$ cat config.mk
export PLATFORM = sky130hd
export DESIGN_NAME = vend_ctrl
export DESIGN_NICKNAME = d
export VERILOG_FILES = /design/src/rtl/vend_pkg.sv /design/src/rtl/vend_coin_sum.sv /design/src/rtl/vend_ctrl.sv
export SDC_FILE = /design/constraint.sdc
export NUM_CORES = 1
export LEC_CHECK = 0
export CELL_PAD_IN_SITES_DETAIL_PLACEMENT = 1
export CELL_PAD_IN_SITES_GLOBAL_PLACEMENT = 2
export CORE_MARGIN = 1.5
export CORE_UTILIZATION = 30
export DETAILED_ROUTE_END_ITERATION = 8
export DONT_BUFFER_PORTS = 1
export PLACE_DENSITY = 0.66
export SLEW_MARGIN = 40
export SYNTH_ARGS = -nofsm -noshare
export SYNTH_HDL_FRONTEND = slang
export SYNTH_SLANG_ARGS = --single-unit
$ cat constraint.sdc
create_clock -name clk -period 2.56 [get_ports clk]
set_input_delay 0.512 -clock clk [delete_from_list [all_inputs] [get_ports clk]]
set_output_delay 0.512 -clock clk [all_outputs]
set_load 0.005 [all_outputs]
$ cat src/rtl/vend_pkg.sv
// ============================================================================
//  Module   : vend_pkg
//  Purpose  : Shared state encodings and coin constants for the vending sequencer
//  Revision : 1.0 - initial release
// ============================================================================
`default_nettype none

package vend_pkg;

    typedef logic [4:0] state_t;

    localparam state_t ST_IDLE     = 5'b00001;
    localparam state_t ST_COLLECT  = 5'b00010;
    localparam state_t ST_DISPENSE = 5'b00100;
    localparam state_t ST_CHANGE   = 5'b01000;
    localparam state_t ST_REFUND   = 5'b10000;

    localparam logic [1:0] HALF = 2'd1;
    localparam logic [1:0] ONE  = 2'd2;

    function automatic logic is_busy(input state_t s);
        return |(s & (ST_DISPENSE | ST_CHANGE | ST_REFUND));
    endfunction

endpackage

`default_nettype wire

$ cat src/rtl/vend_coin_sum.sv
// ============================================================================
//  Module   : vend_coin_sum
//  Purpose  : Coin pulse to 0.5-unit value conversion and registered reject pulse
//  Revision : 1.0 - initial release
// ============================================================================
`default_nettype none

module vend_coin_sum
    import vend_pkg::*;
(
    input  logic       clk,
    input  logic       rst,
    input  logic       i_half,
    input  logic       i_one,
    input  logic       i_busy,
    output logic [1:0] o_value,
    output logic       o_reject
);

    logic w_reject_d;
    logic r_reject_q;

    assign o_value    = (i_half ? HALF : 2'd0) | (i_one ? ONE : 2'd0);
    assign w_reject_d = i_busy & (i_half | i_one);

    always_ff @(posedge clk or posedge rst) begin
        if (rst) begin
            r_reject_q <= 1'b0;
        end else begin
            r_reject_q <= w_reject_d;
        end
    end

    assign o_reject = r_reject_q;

endmodule

`default_nettype wire

$ cat src/rtl/vend_ctrl.sv
// ============================================================================
//  Module   : vend_ctrl
//  Purpose  : Coin credit, dispense handshake and change sequencer.
//             Optional cancel input enabled by VEND_CANCEL_EN.
//  Revision : 1.0 - initial release
// ============================================================================
`default_nettype none

module vend_ctrl
    import vend_pkg::*;
#(
    parameter int PRICE   = 5,
    parameter int CNT_W   = 4,
    parameter int ACK_TMO = 15
) (
    input  logic             clk,
    input  logic             rst,
    input  logic             pi_half,
    input  logic             pi_one,
`ifdef VEND_CANCEL_EN
    input  logic             pi_cancel,
`endif
    input  logic             dispense_ack,
    output logic             po_cola,
    output logic             po_change,
    output logic             po_reject,
    output logic             po_fault,
    output logic [CNT_W-1:0] credit,
    output logic             busy
);

    localparam int               TMO_W   = $clog2(ACK_TMO + 1);
    localparam logic [CNT_W-1:0] PRICE_C = CNT_W'(PRICE);
    localparam logic [TMO_W-1:0] TMO_C   = TMO_W'(ACK_TMO);

    state_t           r_state_q,  w_state_d;
    logic [CNT_W-1:0] r_credit_q, w_credit_d;
    logic [TMO_W-1:0] r_tmo_q,    w_tmo_d;
    logic             r_cola_q,   w_cola_d;
    logic             r_change_q, w_change_d;
    logic             r_busy_q,   w_busy_d;
    logic             r_fault_q,  w_fault_d;

    logic [1:0]       w_value;
    logic [CNT_W-1:0] w_sum;
    logic [TMO_W-1:0] w_tmo_next;
    logic             w_cancel;

`ifdef VEND_CANCEL_EN
    assign w_cancel = pi_cancel;
`else
    assign w_cancel = 1'b0;
`endif

    vend_coin_sum u_coin_sum (
        .clk      (clk),
        .rst      (rst),
        .i_half   (pi_half),
        .i_one    (pi_one),
        .i_busy   (r_busy_q),
        .o_value  (w_value),
        .o_reject (po_reject)
    );

    always_comb begin
        w_state_d  = r_state_q;
        w_credit_d = r_credit_q;
        w_tmo_d    = r_tmo_q;
        w_change_d = 1'b0;
        w_fault_d  = r_fault_q;
        w_sum      = r_credit_q + CNT_W'(w_value);
        w_tmo_next = r_tmo_q + TMO_W'(1);

        case (r_state_q)
            ST_IDLE: begin
                if (w_value != 2'd0) begin
                    w_credit_d = w_sum;
                    w_state_d  = (w_sum >= PRICE_C) ? ST_DISPENSE : ST_COLLECT;
                end
            end
            ST_COLLECT: begin
                w_credit_d = w_sum;
                if (w_cancel) begin
                    w_state_d = ST_REFUND;
                end else if (w_sum >= PRICE_C) begin
                    w_state_d = ST_DISPENSE;
                end
            end
            ST_DISPENSE: begin
                // Ack is checked first so it wins over a coincident timeout.
                if (dispense_ack) begin
                    w_credit_d = r_credit_q - PRICE_C;
                    w_state_d  = (r_credit_q != PRICE_C) ? ST_CHANGE : ST_IDLE;
                    w_tmo_d    = '0;
                end else if (w_tmo_next == TMO_C) begin
                    w_fault_d  = 1'b1;
                    w_state_d  = ST_REFUND;
                    w_tmo_d    = '0;
                end else begin
                    w_tmo_d    = w_tmo_next;
                end
            end
            ST_CHANGE, ST_REFUND: begin
                // The registered pulse doubles as the high/low phase of the payout.
                if (!r_change_q) begin
                    w_change_d = 1'b1;
                    w_credit_d = r_credit_q - CNT_W'(1);
                end else if (r_credit_q == '0) begin
                    w_state_d  = ST_IDLE;
                end
            end
            default: begin
                w_state_d = ST_IDLE;
            end
        endcase

        w_cola_d = (w_state_d == ST_DISPENSE);
        w_busy_d = is_busy(w_state_d);
    end

    always_ff @(posedge clk or posedge rst) begin
        if (rst) begin
            r_state_q  <= ST_IDLE;
            r_credit_q <= '0;
            r_tmo_q    <= '0;
        end else begin
            r_state_q  <= w_state_d;
            r_credit_q <= w_credit_d;
            r_tmo_q    <= w_tmo_d;
        end
    end

    always_ff @(posedge clk or posedge rst) begin
        if (rst) begin
            r_cola_q   <= 1'b0;
            r_change_q <= 1'b0;
            r_busy_q   <= 1'b0;
            r_fault_q  <= 1'b0;
        end else begin
            r_cola_q   <= w_cola_d;
            r_change_q <= w_change_d;
            r_busy_q   <= w_busy_d;
            r_fault_q  <= w_fault_d;
        end
    end

    assign po_cola   = r_cola_q;
    assign po_change = r_change_q;
    assign po_fault  = r_fault_q;
    assign credit    = r_credit_q;
    assign busy      = r_busy_q;

endmodule

`default_nettype wire

# Word level (Yosys, flattened, before mapping)
# Cells that the tools add are included.
# classes
reduce_logical	7
n_shift	0
div_mod_pow	0
bitwise	4
order_cmp	1
eq_ne	11
add_sub_neg	4
mul	0
n_mux	19
# op_table
op	n
$mux W5	6
$mux W4	6
$pmux W5 S4	1
$pmux W4 S4	1
$eq A5 B3 Y1 const B	2
$ne A2 B2 Y1 const B	3
$eq A5 B1 Y1 const B	1
$eq A5 B2 Y1 const B	1
$eq A5 B4 Y1 const B	1
$eq A5 B5 Y1 const B	1
$add A4 B1 Y4 const B	1
$add A4 B2 Y4	1
$eq A4 B4 Y1 const B	1
$ge A4 B3 Y1 const B	1
$logic_not A4 Y1	1
$ne A4 B3 Y1 const B	1
$reduce_and A4 Y1	1
$reduce_bool A4 Y1	1
$sub A4 B1 Y4 const B	1
$sub A4 B3 Y4 const B	1
$mux W1	3
$mux W3	1
$reduce_and A3 Y1	1
$reduce_or A3 Y1	1
other kinds (7)	7
# word_totals
elab_cells	54
out_inout_bits	9
latchBits	0
mem_bits_rw	0
in_bits	5
reg_bits	18
rom_bits	0
memories	0

# Logic depth before layout (Yosys ltp)
# logic_depth
ltp_word	8
depth_mapped	8

# By module
# Synthesis repeated with hierarchy kept, for this count alone.
# hier_totals
hier_cells	129
hier_area_um2	1232.4
# by_module_without_submodules
module	area_per_inst_um2	cells_each	n_inst	seq_area_each_um2
vend_ctrl	1181.1	124	1	426.7
vend_coin_sum	51.3	5	1	25.0

# Worst setup path after synthesis
# No wires, ideal clock.
# synth_timing
path_type	input-to-reg
startpoint	in pi_half
endpoint	reg r_busy_q (netlist: busy)
path_slack_ps	577
setup_time_ps	131
arrival_time_ps	1851
path_stages	8
required_time_ps	2429
cell_sequence	ha_1 -> inv_1 -> fa_1 -> xor2_1 -> a21oi_1 -> nor2_1 -> o32ai_1 -> or3_1
# synth_via
elab_chain_len	8
elab_cells_between_ends	10
classes_between	add/sub: 1; order compare: 1; mux: 5; bitwise: 1; reduce/logical: 2
# synth_rtl
item	line_no	rtl
from (decl)	vend_ctrl.sv:18	input logic pi_half,
$mux W1 (*)	vend_coin_sum.sv:23	assign o_value = (i_half ? HALF : 2'd0) | (i_one ? ONE : 2'd0);
$or A2 B2 Y2 (*)	vend_coin_sum.sv:23	
$add A4 B2 Y4	vend_ctrl.sv:71	w_sum = r_credit_q + CNT_W'(w_value);
$ge A4 B3 Y1	vend_ctrl.sv:78, vend_ctrl.sv:85	
$mux W3	vend_ctrl.sv:78	w_state_d = (w_sum >= PRICE_C) ? ST_DISPENSE : ST_COLLECT;
$mux W5	vend_ctrl.sv:76	if (w_value != 2'd0) begin
$pmux W5 S4 (*)	vend_ctrl.sv:74	case (r_state_q)
net w_state_d[2]	vend_ctrl.sv:36	state_t r_state_q, w_state_d;
$reduce_or A3 Y1 (*)	vend_pkg.sv:22	return |(s & (ST_DISPENSE | ST_CHANGE | ST_REFUND));
net w_busy_d	vend_ctrl.sv:41	logic r_busy_q, w_busy_d;
to (signal assigned)	vend_ctrl.sv:142	r_busy_q <= w_busy_d;
to (decl)	vend_ctrl.sv:41	
# The timed path passes the listed nets; every way through them passes the cells marked *.
# A chain may end at the register's enable or synchronous reset.

# Final worst setup path
# layout_timing
startpoint	reg r_credit_q[0] (netlist: credit[0])
endpoint	reg r_busy_q (netlist: busy)
# layout_via
elab_chain_len	6
elab_cells_between_ends	13
classes_between	add/sub: 1; order compare: 1; eq/ne: 1; mux: 8; reduce/logical: 2
# layout_rtl
item	line_no	rtl
from (decl)	vend_ctrl.sv:37	logic [CNT_W-1:0] r_credit_q, w_credit_d;
from (signal assigned)	vend_ctrl.sv:128	r_credit_q <= w_credit_d;
$add A4 B2 Y4	vend_ctrl.sv:71	
$ge A4 B3 Y1	vend_ctrl.sv:78, vend_ctrl.sv:85	
$mux W3	vend_ctrl.sv:78	
$mux W5	vend_ctrl.sv:76	
$pmux W5 S4 (*)	vend_ctrl.sv:74	
net w_state_d[2]	vend_ctrl.sv:36	
$reduce_or A3 Y1 (*)	vend_pkg.sv:22	
net w_busy_d	vend_ctrl.sv:41	
# Marked as above.

==> out/results.tsv <==
metric	value	unit
CTS tree	yes	
first-pass GRT wire length	4767	um
ys flop type	dfrtp_1	
Reg-to-Reg Start	credit[0]	
die extent in y	65.15	um
Pwr Density	1136	mW/mm^2
half-perimeter wire length after placement	2102	um
commonest non-fill, non-tap cell in the layout	dfrtp_1	
DRT Pass-1 Iters	4	
delay of the slowest critical-path stage	0.47	ns
clk_skew	0.007560	ns
Crit Path Class	register to register	
gp weighted congestion	0.7250	
most frequent cells in the layout	dfrtp_1 (17), nand2_1 (8), nor2_1 (7), inv_1 (7)	
Worst Max-Slew Pin Slew	0.7257	ns
initial antenna violation count	0	
final non-filler cell area	0.001269	mm^2
share of cells above drive strength 1	0.1008	
Crit Path Max Fanout	7	
Overflow after GRT	0	
DR vias/cell	5.293	
Routed WL	2742	um
Critical Path AT	2.27	ns
clock latency on the worst-skew pair	0.26	ns
placed insts	163	
DRC	0	
WP data required	2.70	ns
R2R depth	8	
post-layout util	0.3440	
synthesized flop and latch total	18	
vias	884	
area grow syn2layout	9.504	%
Final period util	0.8318	
Post-CTS Hold Fix Bufs	0	
Die W	65.15	um
combinational share of power	0.458	
input/output buffers	0	
Clock power frac	0.167	
RSZ-0062 raised after global routing	false	
core area	0.003689	mm^2
Max-slew headroom	0.5157	
Setup crit start kind	register	
worst-case clock buffer depth	2	
count of flip-flops with a built-in enable after synthesis	0	
hold crit path type	input port to async pin	
worst path cell trace	ha_1 -> inv_1 -> fa_1 -> xor2_1 -> a21oi_1 -> nor2_1 -> o32ai_1 -> or3_1	
nets	132	
Overall Global Routing Usage	0.1489	
Setup-failing EPs final	0	
DR WL/cell	16.42	um
CTS Buf Count	3	
vias in the first global route	920	
ys async rst share	1.000	
syn nets	128	
DR iter-0 viols	27	
Boundary Pins	14	
number of core rows	22	
Post-Syn Area	0.001159	mm^2
Post-DP Area	0.001214	mm^2
Max-Cap Viols	0	
Clock Sinks	18	
WHS	0.2567	ns
Psw	0.0006257	W
die area	0.004244	mm^2
ANT cells	0	
Post-CTS Setup Bufs	0	
post-route insts no fill	167	
largest net degree at the start of global routing	19	
sequential share of power	0.375	
fillers	446	
Int Pwr	0.0008151	W
post-synthesis cell type count	40	
CTS resizes	0	
Slew Viols, Final	0	
syn_area_per_cell	9.988	um^2
FMAX	469.6	MHz
Final Hold Fails	0	
status	finished, final reports clean	
yosys warns	0	
initial core utilization	0.3141	
Syn Inst Count	116	
Final ANT Viol Nets	0	
sw frac	0.4343	
slowest CP cell	dfrtp_1	
clk root buf	clkbuf_8	
Clk pin slew, worst setup/hold paths	0.08	ns
r2r setup slk	0.43	ns
TNS Setup	0	ns
H-tree levels	1	
post-synthesis sequential area ratio	0.3898	
Worst setup EP type	register	
Leak	0.5536	nW
reg-to-reg critical path endpoint	busy	
Peak VDD IR	0.3686	mV
min cycle time layout	2.129	ns
[synth_stat cells (2+ instances only)]
cell type  instances  area [um^2]
dfrtp_1           17        425.4
nand2_1            8        30.03
inv_1              7        26.28
nor2_1             7        26.28
ha_1               6        75.07
o21ai_0            6        30.03
a21oi_1            5        25.02
o21ai_1            5        25.02
xor2_1             5        43.79
nand2b_1           4        25.02
nand3_1            4        20.02
and2_1             3        18.77
nor2b_1            3        18.77
nor3_1             3        15.01
a21boi_1           2        15.01
a21o_1             2        15.01
a32o_1             2        20.02
o311ai_1           2        17.52
o31ai_1            2        15.01
o32ai_1            2        17.52
or3_1              2        12.51
[cells by family (layout without fill, tap and decap cells)]
| kind of cell | after synthesis | count (layout) | synth area share |
|---|---|---|---|
| compound gates | 36 | 36 | 0.2603 |
| xor+xnor | 5 | 5 | 0.03780 |
| fa+ha+maj | 7 | 7 | 0.08207 |
| buf+inv | 8 | 11 | 0.02700 |
| flops | 18 | 18 | 0.3899 |
| mux | 1 | 1 | 0.009719 |
| simple gates | 41 | 41 | 0.1933 |
[metrics by stage]
| step | setup WS [ns] | power, W |
|---|---|---|
| global placement | 0.5012 | 0.001198 |
| CTS | 0.4227 | 0.001459 |
| finish | 0.4307 | 0.001441 |
| detailed placement | 0.4272 | 0.001208 |
| global route | 0.3069 | 0.001572 |
| floorplan | 0.5774 | 0.001036 |
[power by group through the flow]
stage	clock, W	combinational, W	sequential, W
final	0.000240	0.000660	0.000541
after global placement	0	0.000656	0.000543
after detailed placement	0	0.000662	0.000546
after CTS	0.000248	0.000670	0.000540
after floorplan	0	0.000549	0.000486
after global routing	0.000260	0.000751	0.000561
[layer usage]
metal	share of wire	up-vias	GRT usage
li1	-	434	-
met1	0.51	435	0.2065
met2	0.46	11	0.2332
met3	0.024	4	0.02055
met4	0.011	0	0.06250
met5	0	-	0
[worst max path at each step]
stage                 to      start  slack, ns  cells past startpoint
floorplan           busy    pi_half       0.58                      8
global placement    busy    pi_half       0.50                      8
detailed placement  busy  credit[0]       0.43                      8
CTS                 busy  credit[0]       0.42                      8
global route        busy  credit[0]       0.31                      8
finish              busy  credit[0]       0.43                      8
[worst max-delay path: cells and delay by family, from the launching register on]
kind                       cells  cell delay (ns)
buffers and inverters          1             0.06
AOI/OAI and AO/OA              2             0.19
adders and majority gates      2             0.67
and+or+nand+nor                2             0.45
xor gates and xnor gates       1             0.16
DFF                            1             0.47
[area by class of cell]
class                           instances  area, um^2  share of cell area
Clock buffer                            4       55.05             0.04339
Inverter                                7       26.28             0.02071
Multi-Input combinational cell         90       675.6              0.5325
Sequential cell                        18       451.7              0.3560
Tap cell                               48       60.06             0.04734
[state kept, by name, indices dropped and copies added, names as in the netlist]
signal and cells:
r_state_q 5, busy 1, credit 4, r_tmo_q 4, po_change 1, u_coin_sum.o_reject 1
po_fault 1, po_cola 1
No activity file was read; power rests on OpenSTA's default activity.
